**src/rtl/tick_countdown_timer.sv**
```systemverilog
// Countdown timer clocked by synchronized clk_1Hz rising edges. Latency: tick is SYNC_STAGES+1 cycles after the rise; commands act on the next edge.
// Backpressure: none. Commands are sampled every cycle with priority clear > load > start > pause.
module tick_countdown_timer #(
    parameter int TIMER_W     = 16,
    parameter int SYNC_STAGES = 2
) (
    input  logic               clk_50MHz,
    input  logic               reset_n,
    input  logic               clk_1Hz,
    input  logic               load,
    input  logic [TIMER_W-1:0] load_value,
    input  logic               start,
    input  logic               pause,
    input  logic               clear,
    output logic               tick,
    output logic [TIMER_W-1:0] remaining,
    output logic               running,
    output logic               expired,
    output logic               expire_pulse
);
    localparam int ARM_CYCLES = SYNC_STAGES + 1;
    localparam int ARM_W      = $clog2(ARM_CYCLES + 1);

    typedef enum logic [1:0] {IDLE, RUN, PAUSED, EXPIRED} state_t;

    logic [SYNC_STAGES-1:0] sync_q, sync_d;
    logic                   edge_q, edge_d;
    logic [ARM_W-1:0]       arm_cnt_q, arm_cnt_d;
    logic                   tick_q, tick_d;
    logic                   armed;

    state_t                 state_q, state_d;
    logic [TIMER_W-1:0]     remaining_q, remaining_d;
    logic                   running_q, running_d;
    logic                   expired_q, expired_d;
    logic                   expire_pulse_q, expire_pulse_d;

    // Arm mask hides the startup transient of the chain when clk_1Hz is already high.
    always_comb begin
        sync_d    = {sync_q[SYNC_STAGES-2:0], clk_1Hz};
        edge_d    = sync_q[SYNC_STAGES-1];
        armed     = (arm_cnt_q == ARM_W'(ARM_CYCLES));
        arm_cnt_d = armed ? arm_cnt_q : arm_cnt_q + ARM_W'(1);
        tick_d    = armed & sync_q[SYNC_STAGES-1] & ~edge_q;
    end

    always_ff @(posedge clk_50MHz or negedge reset_n) begin
        if (!reset_n) begin
            sync_q    <= '0;
            edge_q    <= 1'b0;
            arm_cnt_q <= '0;
            tick_q    <= 1'b0;
        end else begin
            sync_q    <= sync_d;
            edge_q    <= edge_d;
            arm_cnt_q <= arm_cnt_d;
            tick_q    <= tick_d;
        end
    end

    always_comb begin
        state_d        = state_q;
        remaining_d    = remaining_q;
        expire_pulse_d = 1'b0;
        if (clear) begin
            state_d     = IDLE;
            remaining_d = '0;
        end else if (load) begin
            state_d     = IDLE;
            remaining_d = load_value;
        end else if (start && (state_q == IDLE || state_q == PAUSED)) begin
            if (remaining_q != '0) begin
                state_d = RUN;
            end
        end else if (pause && state_q == RUN) begin
            state_d = PAUSED;
        end else if (state_q == RUN && tick_q) begin
            // RUN is only entered with a nonzero count, so this never wraps.
            remaining_d = remaining_q - TIMER_W'(1);
            if (remaining_q == TIMER_W'(1)) begin
                state_d        = EXPIRED;
                expire_pulse_d = 1'b1;
            end
        end
        running_d = (state_d == RUN);
        expired_d = (state_d == EXPIRED);
    end

    always_ff @(posedge clk_50MHz or negedge reset_n) begin
        if (!reset_n) begin
            state_q        <= IDLE;
            remaining_q    <= '0;
            running_q      <= 1'b0;
            expired_q      <= 1'b0;
            expire_pulse_q <= 1'b0;
        end else begin
            state_q        <= state_d;
            remaining_q    <= remaining_d;
            running_q      <= running_d;
            expired_q      <= expired_d;
            expire_pulse_q <= expire_pulse_d;
        end
    end

    assign tick         = tick_q;
    assign remaining    = remaining_q;
    assign running      = running_q;
    assign expired      = expired_q;
    assign expire_pulse = expire_pulse_q;
endmodule
```
**config.mk**
```make
export PLATFORM = sky130hd
export DESIGN_NAME = tick_countdown_timer
export DESIGN_NICKNAME = d
export VERILOG_FILES = /design/src/rtl/tick_countdown_timer.sv
export SDC_FILE = /design/constraint.sdc
export NUM_CORES = 1
export LEC_CHECK = 0
export ABC_CLOCK_PERIOD_IN_PS = 3780
export BUFFER_PORTS_ARGS = -buffer_cell sky130_fd_sc_hd__buf_2
export CAP_MARGIN = 5
export CORE_UTILIZATION = 55
export DETAILED_ROUTE_END_ITERATION = 12
export MAX_ROUTING_LAYER = met4
export PLACE_DENSITY_LB_ADDON = 0.3
export SLEW_MARGIN = 15
export SYNTH_ARGS = -nofsm -noshare
export SYNTH_HDL_FRONTEND = slang
export SYNTH_SLANG_ARGS = --single-unit
```
**constraint.sdc**
```tcl
create_clock -name clk_50MHz -period 3.78 [get_ports clk_50MHz]
set_input_delay 0.189 -clock clk_50MHz [delete_from_list [all_inputs] [get_ports clk_50MHz]]
set_output_delay 0.189 -clock clk_50MHz [all_outputs]
set_load 0.01 [all_outputs]
```
==> impl_metrics.env, run 1 <==
export IMPL_syn_to_final_growth_pct=17.3
export IMPL_cts_setup_buffers=0
export IMPL_nNetsFinal=217
export IMPL_antenna_found_initial=0
export IMPL_antenna_cells=0
export IMPL_crit_chain="nor4_4 -> nand4b_2 -> or4_2 -> a311oi_1"
export IMPL_synth_edff_count=0
export IMPL_synthCells=148
export IMPL_synthFlopType="dfrtp_1"
export IMPL_timing_reg2reg_setup_slack_ns=1.68
export IMPL_ys_warn_count=0
export IMPL_ios=43
export IMPL_dieArea_um2=2890
export IMPL_via_count=1266
export IMPL_die_w_um=53.7
export IMPL_cp_slowest_cell="or4_2"
export IMPL_core_um2=2500
export IMPL_placedInstanceArea_um2=1680
export IMPL_fin_area_um2=1730
export IMPL_cp_required_ns=4.03
export IMPL_maxSlewHeadroom_pct=45.3
export IMPL_fin_crit_sh_pct=55.6
export IMPL_reg2regPathDepth=4
export IMPL_synth_top_area_share_pct=45.9
export IMPL_drc=0
export IMPL_cts_buffers=3
export IMPL_place_inst=213
export IMPL_async_flop_share_pct=100
export IMPL_ys_seq_elements=27
export IMPL_rsz0062_at_grt="false"
export IMPL_htree_levels=1
export IMPL_dp_hpwl_um=2260
export IMPL_rows=18
export IMPL_clk_pin_slew_ns=0.15
export IMPL_overflow=0
export IMPL_wl_per_cell_um=14.2
export IMPL_critical_path_top_delay_family="simple AND/OR/NAND/NOR gates"
export IMPL_detail_route_antenna_nets=0
export IMPL_finClkSkew_ns=0.00265
export IMPL_fill_cells=193
export IMPL_status="complete, no violations"
export IMPL_multi_input_area_um2=736
export IMPL_hold_slack_ns=0.0820
export IMPL_drive_gt1_share_pct=30.2
export IMPL_layout_cells_non_filler=219
export IMPL_worstSetupPathType="reg2reg"
export IMPL_grt_max_degree=31
export IMPL_synth_top_cell_by_area="dfrtp_1"
export IMPL_critPathLaunchType="flop"
export IMPL_viasPerCell=5.78
export IMPL_grt_pass1_vias=1158
export IMPL_grt_total_usage_pct=25.5
export IMPL_ir_worst_vdd_mv=0.291
export IMPL_first_pass_iters=4
export IMPL_wl_um=3120
export IMPL_clock_fmax_mhz=476
export IMPL_hold_path_depth=3
export IMPL_syn_area_um2=1470
export IMPL_gp_congestion=0.838
export IMPL_holdCritPathClass="in2reg"
export IMPL_synth_area_leaders="dfrtp_1, nor2_1, a311oi_1"
export IMPL_worstReg2RegStart="remaining[5]$_DFFE_PN0P_"
export IMPL_syn_area_per_cell_um2=9.94
export IMPL_io_buffers=42
export IMPL_root_buffer="clkbuf_4"
export IMPL_hp_start="load_value[0]"
export IMPL_setup_tns_final_ns=0
export IMPL_timing_critical_path_buf_inv=0
export IMPL_power_w=0.000546
export IMPL_finalSetupViolCount=0
export IMPL_holdPathEnd="remaining[0]$_DFFE_PN0P_"
export IMPL_p_leak_nw=0.800
export IMPL_cap_violations=0
export IMPL_register_area_um2=676
export IMPL_cellPowerDensity_nw_per_um2=316
export IMPL_drt_iter0_markers=22
export IMPL_worst_setup_path_end_kind="flop"
export IMPL_clockBufferDepth=2
export IMPL_start_util_pct=58.9
export IMPL_maxSlewViolCount=0
export IMPL_r2r_end="remaining[9]$_DFFE_PN0P_"
export IMPL_crit_fanout=9
export IMPL_tightest_slew_ns=0.820
export IMPL_period_minus_slack_ns=2.10
export IMPL_ys_types=39
export IMPL_cts_tree="built"
export IMPL_cts_sinks=27
export IMPL_synth_fp_nets=175
export IMPL_grt_pass1_wl_um=5190
export IMPL_critPathMaxStageDelay_ns=0.59
export IMPL_ys_seq_area_share_pct=45.9
export IMPL_fp_dieH_um=53.7
export IMPL_hold_viol=0
export IMPL_arrival_ns=2.35
export IMPL_insertion_delay_ns=0.33
repair_timing:
action,CTS,global route
resized for setup,0,0
endpoints found under the setup margin,0,0
endpoints found under the hold margin,28,0
hold buffers,2,0
logic make-up after synthesis:
logic type	Yosys count	share of synthesized area (%)
compound gates	32	16.0
xor+xnor	7	4.17
fa+ha+maj	4	3.40
buf+inv	12	4.08
flops	27	45.9
mux	1	0.765
simple gates	65	25.7
sequential cells by signal, summed over array words and instances (netlist names):
| register | cells |
|---|---|
| sync_q | 2 |
| remaining | 16 |
| tick | 1 |
| expire_pulse | 1 |
| running | 1 |
| arm_cnt_q | 2 |
| edge_q | 1 |
| state_q | 2 |
| expired | 1 |
per-stage QoR:
step	util, %	worst slack (ns)
3_3_place_gp	67.1	1.77
2_1_floorplan	-	1.75
5_1_grt	69.0	1.50
3_5_place_dp	67.1	1.70
6_report	69.0	1.68
4_1_cts	69.0	1.67
worst reg2reg max path, stage by stage (launching register included):
cell      delay, ns
dfrtp_1        0.47
nor4_4         0.43
nand4b_2       0.28
or4_2          0.59
a311oi_1       0.26
worst max-delay path by stage:
stage | end | cells after the start | from
global route | remaining[9]$_DFFE_PN0P_ | 4 | remaining[4]$_DFFE_PN0P_
CTS | remaining[9]$_DFFE_PN0P_ | 4 | remaining[5]$_DFFE_PN0P_
floorplan | remaining[13]$_DFFE_PN0P_ | 5 | remaining[7]$_DFFE_PN0P_
detailed placement | remaining[9]$_DFFE_PN0P_ | 4 | remaining[5]$_DFFE_PN0P_
finish | remaining[9]$_DFFE_PN0P_ | 4 | remaining[5]$_DFFE_PN0P_
global placement | remaining[9]$_DFFE_PN0P_ | 4 | remaining[5]$_DFFE_PN0P_
report_power, final:
part	internal [W]	total, W	switching, W
Clock	0.0000398	0.000127	0.0000871
Combinational	0.0000425	0.0000944	0.0000519
Sequential	0.000303	0.000325	0.0000217
synthesized netlist by cell type, types with 2 or more instances:
cell type / n
nor2_1: 25
dfrtp_1: 27
a311oi_1: 8
a211oi_1: 6
xnor2_1: 3
nor3_1: 5
a21oi_1: 3
nor4_1: 3
nand4_1: 2
o31ai_1: 5
or4_1: 5
clkbuf_1: 5
buf_6: 2
o21ai_0: 5
ha_1: 4
inv_1: 5
xor2_1: 4
nand3_1: 2
or3_2: 2
or2_2: 3
nand2_1: 6
placed cells by master (no fill, tap or decap), types with 2 or more instances in the layout:
cell,count
dlygate4sd3_1,2
nor3_1,5
nand2_1,6
or2_2,3
xor2_1,4
nand3_1,2
nor4_1,3
xnor2_1,3
dfrtp_1,27
or4_1,5
o21ai_0,5
o31ai_1,5
ha_1,4
a311oi_1,8
nand4_1,2
buf_2,42
nor2_1,25
a21oi_1,3
clkbuf_4,3
or3_2,2
a211oi_1,6
inv_1,5
final cells by class:
type / instances / area share, %
Timing Repair Buffer: 44 / 13.3
Multi-Input combinational cell: 109 / 42.6
Tap cell: 30 / 2.18
Clock buffer: 3 / 1.31
Sequential cell: 27 / 39.2
Clock inverter: 1 / 0.290
Inverter: 5 / 1.09
routing by layer:
metal | global-route usage, % | routed length, um | vias to the layer above
met1 | 33.3 | 1460 | 593
met2 | 40.3 | 1480 | 34
met4 | 10.1 | 48 | 0
li1 | - | - | 634
met5 | - | 0 | -
met3 | 2.82 | 128 | 5
(Power assumes the default switching activity.)
==> inputs of run 2 (changes only) <==
--- a/config.mk
+++ b/config.mk
@@ -5,10 +5,10 @@
 export SDC_FILE = /design/constraint.sdc
 export NUM_CORES = 1
 export LEC_CHECK = 0
-export ABC_CLOCK_PERIOD_IN_PS = 3780
+export ABC_CLOCK_PERIOD_IN_PS = 2100
 export BUFFER_PORTS_ARGS = -buffer_cell sky130_fd_sc_hd__buf_2
 export CAP_MARGIN = 5
-export CORE_UTILIZATION = 55
+export CORE_UTILIZATION = 51
 export DETAILED_ROUTE_END_ITERATION = 12
 export MAX_ROUTING_LAYER = met4
 export PLACE_DENSITY_LB_ADDON = 0.3
==> constraint.sdc (replaced) <==
create_clock -name clk_50MHz -period 2.1 [get_ports clk_50MHz]
set_input_delay 0.105 -clock clk_50MHz [delete_from_list [all_inputs] [get_ports clk_50MHz]]
set_output_delay 0.105 -clock clk_50MHz [all_outputs]
set_load 0.01 [all_outputs]
==> run 2 against run 1 <==
Global-route usage grew 0.33 points. Count of clock-buffer cells in the layout is the same. Combinational power grew 110%. Largest cell class unchanged.
==> impl_metrics.env, run 2 (synthesis gave the netlist of run 1 again) <==
export IMPL_cts_buffers=3
export IMPL_hold_viol=0
export IMPL_dieArea_um2=3100
export IMPL_nNetsFinal=229
export IMPL_rows=19
export IMPL_io_buffers=42
export IMPL_final_common_cell="buf_2"
export IMPL_htree_levels=1
export IMPL_cellPowerDensity_nw_per_um2=553
export IMPL_wl_per_cell_um=15.4
export IMPL_antenna_cells=0
export IMPL_clock_fmax_mhz=508
export IMPL_root_buffer="clkbuf_4"
export IMPL_p_leak_nw=0.860
export IMPL_grt_pass1_vias=1333
export IMPL_detail_route_antenna_nets=0
export IMPL_setup_tns_final_ns=0
export IMPL_timing_reg2reg_setup_slack_ns=0.13
export IMPL_status="complete, no violations"
export IMPL_drive_gt1_share_pct=34.3
export IMPL_start_util_pct=53.8
export IMPL_post_place_ws_ns=0.114
export IMPL_critPathMaxStageDelay_ns=0.48
export IMPL_gp_congestion=0.810
export IMPL_core_um2=2730
export IMPL_cap_violations=0
export IMPL_critPathCapture="remaining[11]$_DFFE_PN0P_"
export IMPL_fin_ws_ns=0.131
export IMPL_largest_reg_flops=16
export IMPL_power_share_clock_pct=23.1
export IMPL_worstSetupPathType="reg2reg"
export IMPL_final_util_pct=67.3
export IMPL_antenna_found_initial=0
export IMPL_insertion_delay_ns=0.33
export IMPL_wl_um=3570
export IMPL_placedInstanceArea_um2=1740
export IMPL_cts_sinks=27
export IMPL_dp_hpwl_um=2470
export IMPL_arrival_ns=2.22
export IMPL_die_w_um=55.7
export IMPL_critPathLaunchType="flop"
export IMPL_cp_required_ns=2.35
export IMPL_power_switching_w=0.000307
export IMPL_clk_pin_slew_ns=0.15
export IMPL_reg2regPathDepth=5
export IMPL_worstReg2RegStart="remaining[3]$_DFFE_PN0P_"
export IMPL_cp_slowest_cell="dfrtp_2"
export IMPL_crit_chain="nor4_4 -> nand4b_4 -> buf_4 -> or3_2 -> a311oi_1"
export IMPL_ir_worst_vdd_mv=0.473
export IMPL_grt_total_usage_pct=25.8
export IMPL_finalSetupViolCount=0
export IMPL_grt_max_degree=31
export IMPL_met1_length_um=1620
export IMPL_period_minus_slack_ns=1.97
export IMPL_switching_share_pct=30.1
export IMPL_tightest_slew_ns=0.608
export IMPL_ios=43
export IMPL_fp_dieH_um=55.7
export IMPL_syn_to_final_growth_pct=25.1
export IMPL_via_count=1382
export IMPL_maxSlewViolCount=0
export IMPL_fin_area_um2=1840
export IMPL_dr_max_layer_used="met4"
export IMPL_finClkSkew_ns=0.00532
export IMPL_rsz0062_at_grt="false"
export IMPL_mostFrequentLayoutCells="buf_2, dfrtp_1, nor2_1, buf_4, a311oi_1"
export IMPL_wl_met3_um=173
export IMPL_crit_fanout=6
export IMPL_drc=0
export IMPL_drt_iter0_markers=95
export IMPL_maxSlewHeadroom_pct=59.5
export IMPL_dr_wl_met2_um=1720
export IMPL_startpoint="remaining[3]$_DFFE_PN0P_"
export IMPL_worst_setup_path_end_kind="flop"
export IMPL_grt_pass1_wl_um=6190
export IMPL_pwr_share_seq_pct=57.0
export IMPL_internal_power_w=0.000711
export IMPL_overflow=0
export IMPL_r2r_end="remaining[11]$_DFFE_PN0P_"
export IMPL_holdCritPathClass="in2reg"
export IMPL_clockBufferDepth=2
export IMPL_cts_tree="built"
export IMPL_first_pass_iters=5
export IMPL_viasPerCell=5.96
export IMPL_p_comb_share_pct=19.8
export IMPL_fin_crit_sh_pct=93.8
[run 2: worst max-delay path, delay by kind of cell (launching register included)]
kind / cells / cell delay (ns)
buffers and inverters: 1 / 0.19
AND/OR/NAND/NOR: 3 / 0.95
AO/OA/AOI/OAI: 1 / 0.26
flip-flops: 1 / 0.48
[run 2: worst min path at each step]
stage	start	end	slack [ns]	cells after the start
after floorplan	reset_n	arm_cnt_q[0]$_DFFE_PN0P_	-0.19	0
after global placement	reset_n	expire_pulse$_DFF_PN0_	0.14	1
after detailed placement	reset_n	expire_pulse$_DFF_PN0_	0.15	1
after CTS	load_value[11]	remaining[11]$_DFFE_PN0P_	0.007	3
after global routing	load	remaining[0]$_DFFE_PN0P_	0.006	3
final	load_value[11]	remaining[11]$_DFFE_PN0P_	0.02	3
[run 2: layout make-up]
| class | instances | area, um2 |
|---|---|---|
| Clock buffer | 3 | 22.5 |
| Tap cell | 31 | 38.8 |
| Clock inverter | 1 | 7.51 |
| Fill cell | 226 | 893 |
| Sequential cell | 27 | 677 |
| Multi-Input combinational cell | 109 | 751 |
| Inverter | 5 | 18.8 |
| Timing Repair Buffer | 56 | 325 |
[run 2: per-layer routing]
metal  global-route usage (%)  vias up
met4                     10.0        0
met1                     35.9      666
met2                     39.4       53
met3                     2.56        6
li1                         -      657
met5                        -        -
[run 2: timing repair]
| action | 4_1_cts | 5_1_grt |
|---|---|---|
| endpoints found under the setup margin | 0 | 5 |
| endpoints found under the hold margin | 30 | 0 |
| setup buffers | 0 | 2 |
| hold buffers | 4 | 0 |
| resized for setup | 0 | 3 |
[run 2: power groups by stage]
stage	Combinational [W]	Sequential [W]	Clock (W)
5_1_grt	0.000225	0.000585	0.000266
3_3_place_gp	0.000181	0.000586	0
2_1_floorplan	0.0000987	0.000595	0
3_5_place_dp	0.000188	0.000589	0
6_report	0.000202	0.000581	0.000236
4_1_cts	0.000196	0.000580	0.000246
[run 2: per-stage QoR]
| stage | cells | hold slack (ns) | total power (W) |
|---|---|---|---|
| after floorplan | 148 | -0.191 | 0.000694 |
| final | 232 | 0.0209 | 0.00102 |
| after global placement | 222 | 0.143 | 0.000767 |
| after global routing | 232 | 0.00556 | 0.00108 |
| after CTS | 230 | 0.00697 | 0.00102 |
| after detailed placement | 222 | 0.150 | 0.000777 |
==> inputs of run 3 (changes only) <==
--- a/config.mk
+++ b/config.mk
@@ -10,7 +10,6 @@
 export CAP_MARGIN = 5
 export CORE_UTILIZATION = 51
 export DETAILED_ROUTE_END_ITERATION = 12
-export MAX_ROUTING_LAYER = met4
 export PLACE_DENSITY_LB_ADDON = 0.3
 export SLEW_MARGIN = 15
 export SYNTH_ARGS = -nofsm -noshare
==> run 3 against run 2 <==
Critical path depth unchanged. Global-route usage down 0.87 points. Critical endpoint unchanged. Largest cell class unchanged. Sequential power about the same. Routed wire length up 0.31%. Sequential share of layout area unchanged. Highest routed layer unchanged.
==> impl_metrics.env, run 3 (synthesis gave the netlist of run 1 again) <==
export IMPL_ir_worst_vdd_mv=0.468
export IMPL_largest_reg_flops=16
export IMPL_grt_pass1_vias=1343
export IMPL_clockBufferDepth=2
export IMPL_cp_slowest_cell="dfrtp_2"
export IMPL_critPathLaunchType="flop"
export IMPL_dieArea_um2=3100
export IMPL_nNetsFinal=229
export IMPL_cap_violations=0
export IMPL_rows=19
export IMPL_hold_slack_ns=0.0212
export IMPL_pwr_share_seq_pct=57.2
export IMPL_switching_share_pct=30.0
export IMPL_p_leak_nw=0.860
export IMPL_grt_max_degree=31
export IMPL_mostFrequentLayoutCells="buf_2, dfrtp_1, nor2_1, buf_4, a311oi_1"
export IMPL_antenna_cells=0
export IMPL_worst_setup_path_end_kind="flop"
export IMPL_startpoint="remaining[2]$_DFFE_PN0P_"
export IMPL_clock_fmax_mhz=506
export IMPL_timing_reg2reg_setup_slack_ns=0.12
export IMPL_final_common_cell="buf_2"
export IMPL_fp_dieH_um=55.7
export IMPL_timing_critical_path_buf_inv=1
export IMPL_finalSetupViolCount=0
export IMPL_reg2regPathDepth=5
export IMPL_crit_chain="nor4_4 -> nand4b_4 -> buf_4 -> or3_2 -> a311oi_1"
export IMPL_detail_route_antenna_nets=0
export IMPL_critical_path_top_delay_family="simple AND/OR/NAND/NOR gates"
export IMPL_ios=43
export IMPL_arrival_ns=2.22
export IMPL_period_minus_slack_ns=1.98
export IMPL_clk_pin_slew_ns=0.15
export IMPL_worstReg2RegStart="remaining[2]$_DFFE_PN0P_"
export IMPL_critPathCapture="remaining[11]$_DFFE_PN0P_"
export IMPL_drc=0
export IMPL_tightest_slew_ns=0.606
export IMPL_overflow=0
export IMPL_viasPerCell=5.92
export IMPL_cts_sinks=27
export IMPL_cellPowerDensity_nw_per_um2=552
export IMPL_post_place_ws_ns=0.114
export IMPL_cp_required_ns=2.35
export IMPL_gp_congestion=0.798
export IMPL_grt_total_usage_pct=25.0
export IMPL_cts_tree="built"
export IMPL_r2r_end="remaining[11]$_DFFE_PN0P_"
export IMPL_root_buffer="clkbuf_4"
export IMPL_finClkSkew_ns=0.00196
export IMPL_fin_crit_sh_pct=94.1
export IMPL_drt_iter0_markers=88
export IMPL_power_switching_w=0.000305
export IMPL_syn_to_final_growth_pct=25.1
export IMPL_cts_buffers=3
export IMPL_htree_levels=1
export IMPL_internal_power_w=0.000711
export IMPL_crit_fanout=6
export IMPL_io_buffers=42
export IMPL_insertion_delay_ns=0.33
export IMPL_critPathMaxStageDelay_ns=0.49
export IMPL_die_w_um=55.7
export IMPL_worstSetupPathType="reg2reg"
export IMPL_fin_ws_ns=0.124
export IMPL_holdCritPathClass="in2reg"
export IMPL_wl_per_cell_um=15.4
export IMPL_drive_gt1_share_pct=34.3
export IMPL_maxSlewHeadroom_pct=59.6
export IMPL_antenna_found_initial=0
export IMPL_core_um2=2730
export IMPL_hold_viol=0
export IMPL_p_comb_share_pct=19.9
export IMPL_wl_um=3580
export IMPL_start_util_pct=53.8
export IMPL_grt_pass1_wl_um=6170
export IMPL_setup_tns_final_ns=0
export IMPL_first_pass_iters=4
export IMPL_power_share_clock_pct=22.9
export IMPL_via_count=1373
export IMPL_maxSlewViolCount=0
export IMPL_dp_hpwl_um=2470
export IMPL_status="complete, no violations"
export IMPL_cp_depth=5
export IMPL_rsz0062_at_grt="false"
==> run 3: cell counts in the layout (fill, tap and decap cells not counted) <==
Identical to the previous run, type by type.
==> run 3: how the worst min path moves through the flow <==
stage | start | end | slack [ns] | cells after the start
6_report | load_value[15] | remaining[15]$_DFFE_PN0P_ | 0.02 | 3
5_1_grt | load | remaining[0]$_DFFE_PN0P_ | 0.02 | 3
3_5_place_dp | reset_n | expire_pulse$_DFF_PN0_ | 0.15 | 1
4_1_cts | load_value[11] | remaining[11]$_DFFE_PN0P_ | 0.007 | 3
2_1_floorplan | reset_n | arm_cnt_q[0]$_DFFE_PN0P_ | -0.19 | 0
3_3_place_gp | reset_n | expire_pulse$_DFF_PN0_ | 0.14 | 1
==> run 3: final cells by class <==
cell class | count | area (um2)
clock buffer | 3 | 22.5
clock inverter | 1 | 7.51
fill | 226 | 893
inverter | 5 | 18.8
multi-input combinational | 109 | 751
sequential | 27 | 677
tap | 31 | 38.8
timing repair buffer | 56 | 325
==> run 3: tightest hold or removal path: cells and delay by family <==
| family | cells | cell delay [ns] |
|---|---|---|
| buffers and inverters | 1 | 0.10 |
| AND/OR/NAND/NOR | 1 | 0.08 |
| AO/OA/AOI/OAI | 1 | 0.05 |
==> run 3: power groups by stage <==
stage | logic, W | clock network [W] | registers [W]
after floorplan | 0.0000987 | 0 | 0.000595
after global routing | 0.000225 | 0.000259 | 0.000585
after global placement | 0.000181 | 0 | 0.000586
final | 0.000202 | 0.000233 | 0.000581
after detailed placement | 0.000188 | 0 | 0.000589
after CTS | 0.000196 | 0.000246 | 0.000580
==> run 3: timing repair <==
action / 4_1_cts / 5_1_grt
endpoints found under the hold margin: 30 / 0
buffers inserted: 0 / 2
setup endpoints to repair: 0 / 5
resized for setup: 0 / 3
hold buffers: 4 / 0
==> run 3: metal layers <==
metal / share of wire (%) / wire [um] / GRT usage [%] / up-vias
met3: 4.4 / 157 / 2.56 / 6
met1: 45 / 1610 / 35.0 / 660
met4: 1.7 / 60 / 10.0 / 0
met2: 49 / 1760 / 39.9 / 48
met5: 0 / 0 / 0 / -
li1: - / - / - / 659
==> run 3: per-stage QoR <==
step / area (um2) / total power (W) / utilization (%) / instances
after floorplan: 1470 / 0.000694 / - / 148
after global placement: 1740 / 0.000767 / 63.6 / 222
after detailed placement: 1740 / 0.000777 / 63.6 / 222
after CTS: 1810 / 0.00102 / 66.2 / 230
after global routing: 1840 / 0.00107 / 67.3 / 232
final: 1840 / 0.00102 / 67.3 / 232
